### config.mk
export PLATFORM = sky130hd
export DESIGN_NAME = wdt32_seq
export DESIGN_NICKNAME = d
export VERILOG_FILES = /design/src/rtl/wdt32_pkg.sv /design/src/rtl/wdt32_kick_fsm.sv /design/src/rtl/wdt32_seq.sv
export SDC_FILE = /design/constraint.sdc
export NUM_CORES = 1
export LEC_CHECK = 0
export CORE_ASPECT_RATIO = 1.2
export CORE_MARGIN = 5
export CORE_UTILIZATION = 25
export CTS_CLUSTER_SIZE = 28
export DETAILED_ROUTE_END_ITERATION = 16
export PLACE_DENSITY_LB_ADDON = 0.1
export SKIP_LAST_GASP = 1
export SLEW_MARGIN = 20
export SYNTH_ARGS = -nofsm -noshare
export SYNTH_HDL_FRONTEND = slang
export SYNTH_SLANG_ARGS = --single-unit
export TNS_END_PERCENT = 10
### constraint.sdc
create_clock -name PCLK -period 2.1 [get_ports PCLK]
set_input_delay 0.42 -clock PCLK [delete_from_list [all_inputs] [get_ports PCLK]]
set_output_delay 0.42 -clock PCLK [all_outputs]
set_load 0.03 [all_outputs]
### src/rtl/wdt32_pkg.sv
// Shared encodings, default keys and helpers for the WDT32 watchdog sequencer.
package wdt32_pkg;

    typedef enum logic [2:0] {
        ST_IDLE   = 3'd0,
        ST_RELOAD = 3'd1,
        ST_RUN    = 3'd2,
        ST_WARN   = 3'd3,
        ST_BITE   = 3'd4
    } wdt_state_e;

    typedef enum logic {
        SEL_LOAD  = 1'b0,
        SEL_GRACE = 1'b1
    } sel_e;

    typedef enum logic {
        KS_EXPECT1 = 1'b0,
        KS_EXPECT2 = 1'b1
    } kick_state_e;

    localparam logic [7:0]  KEY1_DEFAULT       = 8'h5A;
    localparam logic [7:0]  KEY2_DEFAULT       = 8'hA5;
    localparam int unsigned RST_CYCLES_DEFAULT = 16;

    // A zero load would let the macro overflow without any count; clamp to 1.
    function automatic logic [31:0] clamp_load(input logic [31:0] v);
        logic [31:0] r;
        if (v == 32'd0) begin
            r = 32'd1;
        end else begin
            r = v;
        end
        return r;
    endfunction

endpackage

### src/rtl/wdt32_kick_fsm.sv
// Two-write keyed kick detector; flags a valid kick combinationally and a bad key one cycle later.
module wdt32_kick_fsm
    import wdt32_pkg::*;
#(
    parameter logic [7:0] KEY1 = KEY1_DEFAULT,
    parameter logic [7:0] KEY2 = KEY2_DEFAULT
) (
    input  logic       clk,
    input  logic       rst,
    input  logic       en,
    input  logic       kick_wr,
    input  logic [7:0] kick_key,
    output logic       kick_ok,
    output logic       kick_err
);

    kick_state_e ks;
    kick_state_e ks_nxt;
    logic        err_set;

    // Key sequence decode; outside RUN/WARN writes are dropped and the sequence restarts.
    always_comb begin
        ks_nxt  = ks;
        kick_ok = 1'b0;
        err_set = 1'b0;
        if (!en) begin
            ks_nxt = KS_EXPECT1;
        end else if (kick_wr) begin
            case (ks)
                KS_EXPECT1: begin
                    if (kick_key == KEY1) begin
                        ks_nxt = KS_EXPECT2;
                    end else begin
                        ks_nxt  = KS_EXPECT1;
                        err_set = 1'b1;
                    end
                end
                KS_EXPECT2: begin
                    ks_nxt = KS_EXPECT1;
                    if (kick_key == KEY2) begin
                        kick_ok = 1'b1;
                    end else begin
                        err_set = 1'b1;
                    end
                end
                default: begin
                    ks_nxt = KS_EXPECT1;
                end
            endcase
        end else begin
            ks_nxt = ks;
        end
    end

    // Detector state and registered error pulse.
    always_ff @(posedge clk or posedge rst) begin
        if (rst) begin
            ks       <= KS_EXPECT1;
            kick_err <= 1'b0;
        end else begin
            ks       <= ks_nxt;
            kick_err <= err_set;
        end
    end

endmodule

### src/rtl/wdt32_seq.sv
// Two-stage watchdog sequencer driving the WDT32 macro: keyed kicks, warning irq with grace, timed reset bite.
module wdt32_seq
    import wdt32_pkg::*;
#(
    parameter int unsigned RST_CYCLES = RST_CYCLES_DEFAULT,
    parameter logic [7:0]  KEY1       = KEY1_DEFAULT,
    parameter logic [7:0]  KEY2       = KEY2_DEFAULT
) (
    input  logic        PCLK,
    input  logic        PRESET,
    input  logic [31:0] cfg_load,
    input  logic [31:0] cfg_grace,
    input  logic        cfg_en,
    input  logic        cfg_lock,
    input  logic        kick_wr,
    input  logic [7:0]  kick_key,
    input  logic        irq_clr,
    input  logic        WDOV,
    output logic [31:0] WDLOAD,
    output logic        WDEN,
    output logic        WDOVCLR,
    output logic        irq,
    output logic        rst_req,
    output logic        kick_err,
    output logic [2:0]  state
);

    localparam int unsigned      CNT_W    = $clog2(RST_CYCLES + 1);
    localparam logic [CNT_W-1:0] CNT_INIT = CNT_W'(RST_CYCLES);
    localparam logic [CNT_W-1:0] CNT_LAST = CNT_W'(1);

    wdt_state_e       cur_state;
    wdt_state_e       nxt_state;
    sel_e             sel;
    sel_e             nxt_sel;
    logic             cfg_en_q;
    logic             lock_q;
    logic             blank_q;
    logic [CNT_W-1:0] bite_cnt;
    logic             kick_en;
    logic             kick_ok;
    logic             arm_rise;
    logic             disarm;
    logic             ov_evt;
    logic             irq_set;

    assign kick_en  = (cur_state == ST_RUN) || (cur_state == ST_WARN);
    assign arm_rise = cfg_en && !cfg_en_q;
    assign disarm   = ((cur_state == ST_RELOAD) || kick_en) && !cfg_en && !lock_q;
    // The macro's clear is registered, so its flag is stale until one cycle into RUN/WARN.
    assign ov_evt   = WDOV && !blank_q;
    assign irq_set  = (cur_state == ST_RUN) && !disarm && !kick_ok && ov_evt;
    assign state    = cur_state;

    wdt32_kick_fsm #(
        .KEY1 (KEY1),
        .KEY2 (KEY2)
    ) u_kick (
        .clk      (PCLK),
        .rst      (PRESET),
        .en       (kick_en),
        .kick_wr  (kick_wr),
        .kick_key (kick_key),
        .kick_ok  (kick_ok),
        .kick_err (kick_err)
    );

    // Main sequencer next-state: disarm beats kick, kick beats overflow.
    always_comb begin
        nxt_state = cur_state;
        nxt_sel   = sel;
        case (cur_state)
            ST_IDLE: begin
                if (arm_rise) begin
                    nxt_state = ST_RELOAD;
                    nxt_sel   = SEL_LOAD;
                end else begin
                    nxt_state = ST_IDLE;
                end
            end
            ST_RELOAD: begin
                if (disarm) begin
                    nxt_state = ST_IDLE;
                end else if (sel == SEL_GRACE) begin
                    nxt_state = ST_WARN;
                end else begin
                    nxt_state = ST_RUN;
                end
            end
            ST_RUN: begin
                if (disarm) begin
                    nxt_state = ST_IDLE;
                end else if (kick_ok) begin
                    nxt_state = ST_RELOAD;
                    nxt_sel   = SEL_LOAD;
                end else if (ov_evt) begin
                    nxt_state = ST_RELOAD;
                    nxt_sel   = SEL_GRACE;
                end else begin
                    nxt_state = ST_RUN;
                end
            end
            ST_WARN: begin
                if (disarm) begin
                    nxt_state = ST_IDLE;
                end else if (kick_ok) begin
                    nxt_state = ST_RELOAD;
                    nxt_sel   = SEL_LOAD;
                end else if (ov_evt) begin
                    nxt_state = ST_BITE;
                end else begin
                    nxt_state = ST_WARN;
                end
            end
            ST_BITE: begin
                if (bite_cnt <= CNT_LAST) begin
                    nxt_state = ST_IDLE;
                end else begin
                    nxt_state = ST_BITE;
                end
            end
            default: begin
                nxt_state = ST_IDLE;
                nxt_sel   = SEL_LOAD;
            end
        endcase
    end

    // State, control flops and registered macro/status outputs derived from the next state.
    always_ff @(posedge PCLK or posedge PRESET) begin
        if (PRESET) begin
            cur_state <= ST_IDLE;
            sel       <= SEL_LOAD;
            cfg_en_q  <= 1'b0;
            lock_q    <= 1'b0;
            blank_q   <= 1'b0;
            bite_cnt  <= '0;
            irq       <= 1'b0;
            WDLOAD    <= 32'd0;
            WDEN      <= 1'b0;
            WDOVCLR   <= 1'b1;
            rst_req   <= 1'b0;
        end else begin
            cur_state <= nxt_state;
            sel       <= nxt_sel;
            cfg_en_q  <= cfg_en;
            blank_q   <= (cur_state == ST_RELOAD);
            WDEN      <= (nxt_state == ST_RUN) || (nxt_state == ST_WARN);
            WDOVCLR   <= nxt_state inside {ST_IDLE, ST_RELOAD, ST_BITE};
            rst_req   <= (nxt_state == ST_BITE);

            if (nxt_state == ST_RELOAD) begin
                WDLOAD <= clamp_load((nxt_sel == SEL_GRACE) ? cfg_grace : cfg_load);
            end else begin
                WDLOAD <= WDLOAD;
            end

            if ((cur_state == ST_IDLE) && arm_rise) begin
                lock_q <= cfg_lock;
            end else if ((cur_state == ST_BITE) && (nxt_state == ST_IDLE)) begin
                lock_q <= 1'b0;
            end else begin
                lock_q <= lock_q;
            end

            if ((cur_state != ST_BITE) && (nxt_state == ST_BITE)) begin
                bite_cnt <= CNT_INIT;
            end else if (cur_state == ST_BITE) begin
                bite_cnt <= bite_cnt - CNT_LAST;
            end else begin
                bite_cnt <= bite_cnt;
            end

            // Overflow set wins over a same-cycle clear.
            if (irq_set) begin
                irq <= 1'b1;
            end else if (irq_clr) begin
                irq <= 1'b0;
            end else begin
                irq <= irq;
            end
        end
    end

endmodule
==> results.md <==
* Outcome: complete, but fails checks
* Failing checks: setup timing
* Switching portion of total power at 0.373
* CTS tree: built
* Drt first pass iters at 4
* Overall Global Routing Usage at 0.132
* Simple-gate portion of the synthesized area at 0.133
* Synthesized Nets at roughly 300
* Initial drt markers at 53
* # clock sinks at 50
* MaxCap Viol Count at 0
* Cells after Synth at approximately 220
* Vias in the first global route at 2,661
* Final WS setup at -0.102 ns
* Clock Pin Slew Worst Setup and Hold Paths at 0.06 ns
* Adder-Cell Fraction of Synth Area at 0.00900
* RR Endpoint: WDLOAD[2]$_DFFE_PP0N_
* Mux share of post-synthesis cell area at 0.303
* Setup crit start kind: flip-flop
* Crit path required time at around 2.3 ns
* Main combinational cell family by area after synthesis: multiplexers
* Core area at ~0.011 mm²
* Worst R2R Start: state[2]$_DFF_PP0_
* Crit path top cell by count: mux2_4
* # diodes at 0
* Post-synthesis sequential area ratio at 0.450
* Die Y at 126 µm
* Worst Path Max Fanout at 4
* IO buf count at ~120
* GP Congestion at roughly 0.78
* Power Total at 6.91 mW
* XOR/XNOR share of the synthesized area at 0.00315
* Total CTS buffers at 5
* Die area at approximately 0.013 mm²
* RSZ-0062 raised after global routing: true
* NetSw at between 2 and 3 mW
* Placed insts at between 400 and 500
* Hold Crit Class: in -> async
* Part of the power in the clock network at 0.113
* Vias per cell at 4.55
* Top FF cell, synth: dfrtp_1
* Max Clk Rate at between 400 and 500 MHz
* Layout Nets at between 400 and 500
* Maximum root-to-sink buffer count at 2
* Final Max Slew Viols at 0
* Clk Latency, worst-skew pair at roughly 0.29 ns
* Post-Syn Area at around 0.0028 mm²
* Slowest CP cell: dfrtp_2
* Final non-filler cell total at 513
* Gr ovfl total at 0
* IO Pins at between 100 and 150
* Via Count at roughly 2.3k
* Number of flops mapped to enable cells by yosys at 0
* Global-route wire length before repair at 13.9 mm
* Final period util at 1.05
* Sequential share of power at 0.251
* Largest net degree at the start of global routing at 23
* Compound-gate portion of the synthesized area at 0.0576
* Max stage delay on crit path at around 0.43 ns
* Ys Warns at 0
* DP Wirelength at ~6.4 mm
* Max VDD drop at roughly 0.71 mV
* DR WL/cell at about 17 µm
* Max reg flops at 32
* Fraction of registers with async set/reset at 1.00
* Largest register by flop count: WDLOAD
* Worst Clk Skew at between 0.005 and 0.006 ns
* Int Power at approximately 4.3 mW
* CP Cell Sequence: nand2b_4 > nor4b_4 > o211a_1 > o21a_4 > buf_6 > clkbuf_16 > mux2_4 > mux2_4
* H-Tree Depth at 2
* Min Tclk post-route at about 2.2 ns
* DRT Wirelength at about 8.8 mm
* Crit path DAT at ~2.4 ns
* Die extent in x at 106 µm
* Root buffer selected by CTS: clkbuf_16
* Headroom to the max-slew limit at 0.739
* LEAKAGE at approximately 2.1 nW
* Syn Area/Cell at approximately 13 µm²
* Netlist cell types at 39
* Reg-to-reg slack, setup at -0.10 ns
* Endpoints failing hold at 0
* PD cells at 1430 mW/mm²
* Row count at 42
* DRC at 0
* Slew at the pin with the worst max-slew slack at 0.387 ns
* CP endpoint kind: flip-flop
* Layout cells sized above 1 at 0.367
* Crit path kind: reg -> reg
* Worst Reg-to-Reg Cells at 8
* Antenna violations before repair at 0
* Flip-flop and latch count after synthesis at 50
* Effective utilization at floorplan at 0.253
* Final setup fails at 32
* Post-DRT Antenna Nets at 0
* Logic pwr share at 0.636
* Area Growth Syn to Fin at 74.0%
[layout by cell type (no fill, tap or decap), drive strengths merged, types with 2 or more instances in the layout]
cell / netlist / layout
dfrtp: 49 / 49
buf: 7 / 47
o22ai: 2 / 2
mux2: 63 / 63
ha: 2 / 2
mux2i: 2 / 2
clkdlybuf4s15: 0 / 4
o41ai: 2 / 2
nor3b: 3 / 3
nand2: 4 / 4
nor2: 14 / 14
nor4: 18 / 18
o21ai: 9 / 9
nand3b: 2 / 2
inv: 9 / 9
clkdlybuf4s50: 0 / 107
dlygate4sd2: 0 / 6
clkinv: 0 / 2
o21a: 2 / 2
nand4: 6 / 6
clkbuf: 1 / 7
a21oi: 4 / 4
nand3: 4 / 4
[layer usage]
metal,GRT usage,part of all wire,vias to the layer above
met1,0.161,0.42,1109
met5,0,0,-
met3,0.0469,0.077,7
met4,0.0305,0.0093,0
met2,0.222,0.49,82
li1,-,-,1134
[critical path, delay by kind of cell (launching register included)]
family,cells,cell delay [ns]
muxes,2,0.55
buffers and inverters,2,0.27
and+or+nand+nor,2,0.46
AOI/OAI and AO/OA,2,0.38
DFF,1,0.43
[final cells by class]
class                      instances  area, µm²
multi-input combinational        149       1560
clock buffer                       6        129
fill                            1049       6140
clock inverter                     2       10.0
tap                              132        165
sequential                        50       1260
timing repair buffer             165       1690
inverter                           9       33.8
[cell families after synthesis]
logic type                 after synthesis
muxes                                   65
and+or+nand+nor                         59
DFF                                     50
AOI/OAI and AO/OA                       22
buffers and inverters                   17
adders and majority gates                2
xor gates and xnor gates                 1
[per-stage QoR]
stage          TNS [ns]   util  setup WS [ns]  hold WS (ns)  instance area [µm²]
2_1_floorplan     -2.31      -        -0.0769         0.446                 2810
3_3_place_gp     -20.79  0.392         -0.665         0.480                 4310
3_5_place_dp     -21.15  0.392         -0.704         0.487                 4310
4_1_cts           -3.67  0.434         -0.160         0.408                 4760
5_1_grt           -4.23  0.441         -0.164         0.425                 4840
6_report          -2.13  0.441         -0.102         0.409                 4840
[power by group through the flow]
stage	combinational (mW)	sequential (mW)	clock (mW)
after detailed placement	3.74	1.73	0
after CTS	4.41	1.73	0.819
after global placement	3.71	1.75	0
after global routing	4.65	1.80	0.854
final	4.39	1.74	0.781
after floorplan	1.83	2.43	0
[how the worst max path moves through the flow]
| stage | from | end | slack [ns] | cells past startpoint |
|---|---|---|---|---|
| 6_report | state[2]$_DFF_PP0_ | WDLOAD[2]$_DFFE_PP0N_ | -0.10 | 8 |
| 4_1_cts | u_kick.ks$_DFFE_PP0P_ | WDLOAD[6]$_DFFE_PP0N_ | -0.16 | 9 |
| 5_1_grt | state[2]$_DFF_PP0_ | WDLOAD[10]$_DFFE_PP0N_ | -0.16 | 8 |
| 3_3_place_gp | kick_key[1] | WDLOAD[25]$_DFFE_PP0N_ | -0.67 | 8 |
| 3_5_place_dp | kick_key[1] | WDLOAD[27]$_DFFE_PP0N_ | -0.70 | 8 |
| 2_1_floorplan | state[0]$_DFF_PP0_ | WDLOAD[0]$_DFFE_PP0N_ | -0.08 | 8 |
[what timing repair did]
| action | in CTS | in global routing |
|---|---|---|
| pin swaps | 5 | 7 |
| buffers inserted | 12 | 5 |
| hold buffers | 0 | 0 |
| cloned | 5 | 1 |
| gates resized for setup | 37 | 28 |
| setup endpoints to repair | 32 | 32 |
[cell usage after synthesis (3+ instances only)]
cell type / instances / share of area
o21ai_0: 8 / 0.014
mux2_4: 30 / 0.16
buf_6: 3 / 0.012
inv_1: 9 / 0.012
nor4_1: 18 / 0.040
nand2_1: 4 / 0.0054
a21oi_1: 4 / 0.0072
nor2_1: 14 / 0.019
nand4_1: 5 / 0.011
dfrtp_1: 49 / 0.44
buf_8: 3 / 0.016
nand3_1: 4 / 0.0072
mux2_2: 33 / 0.13
Note: power is estimated with default switching activity, not from simulation.
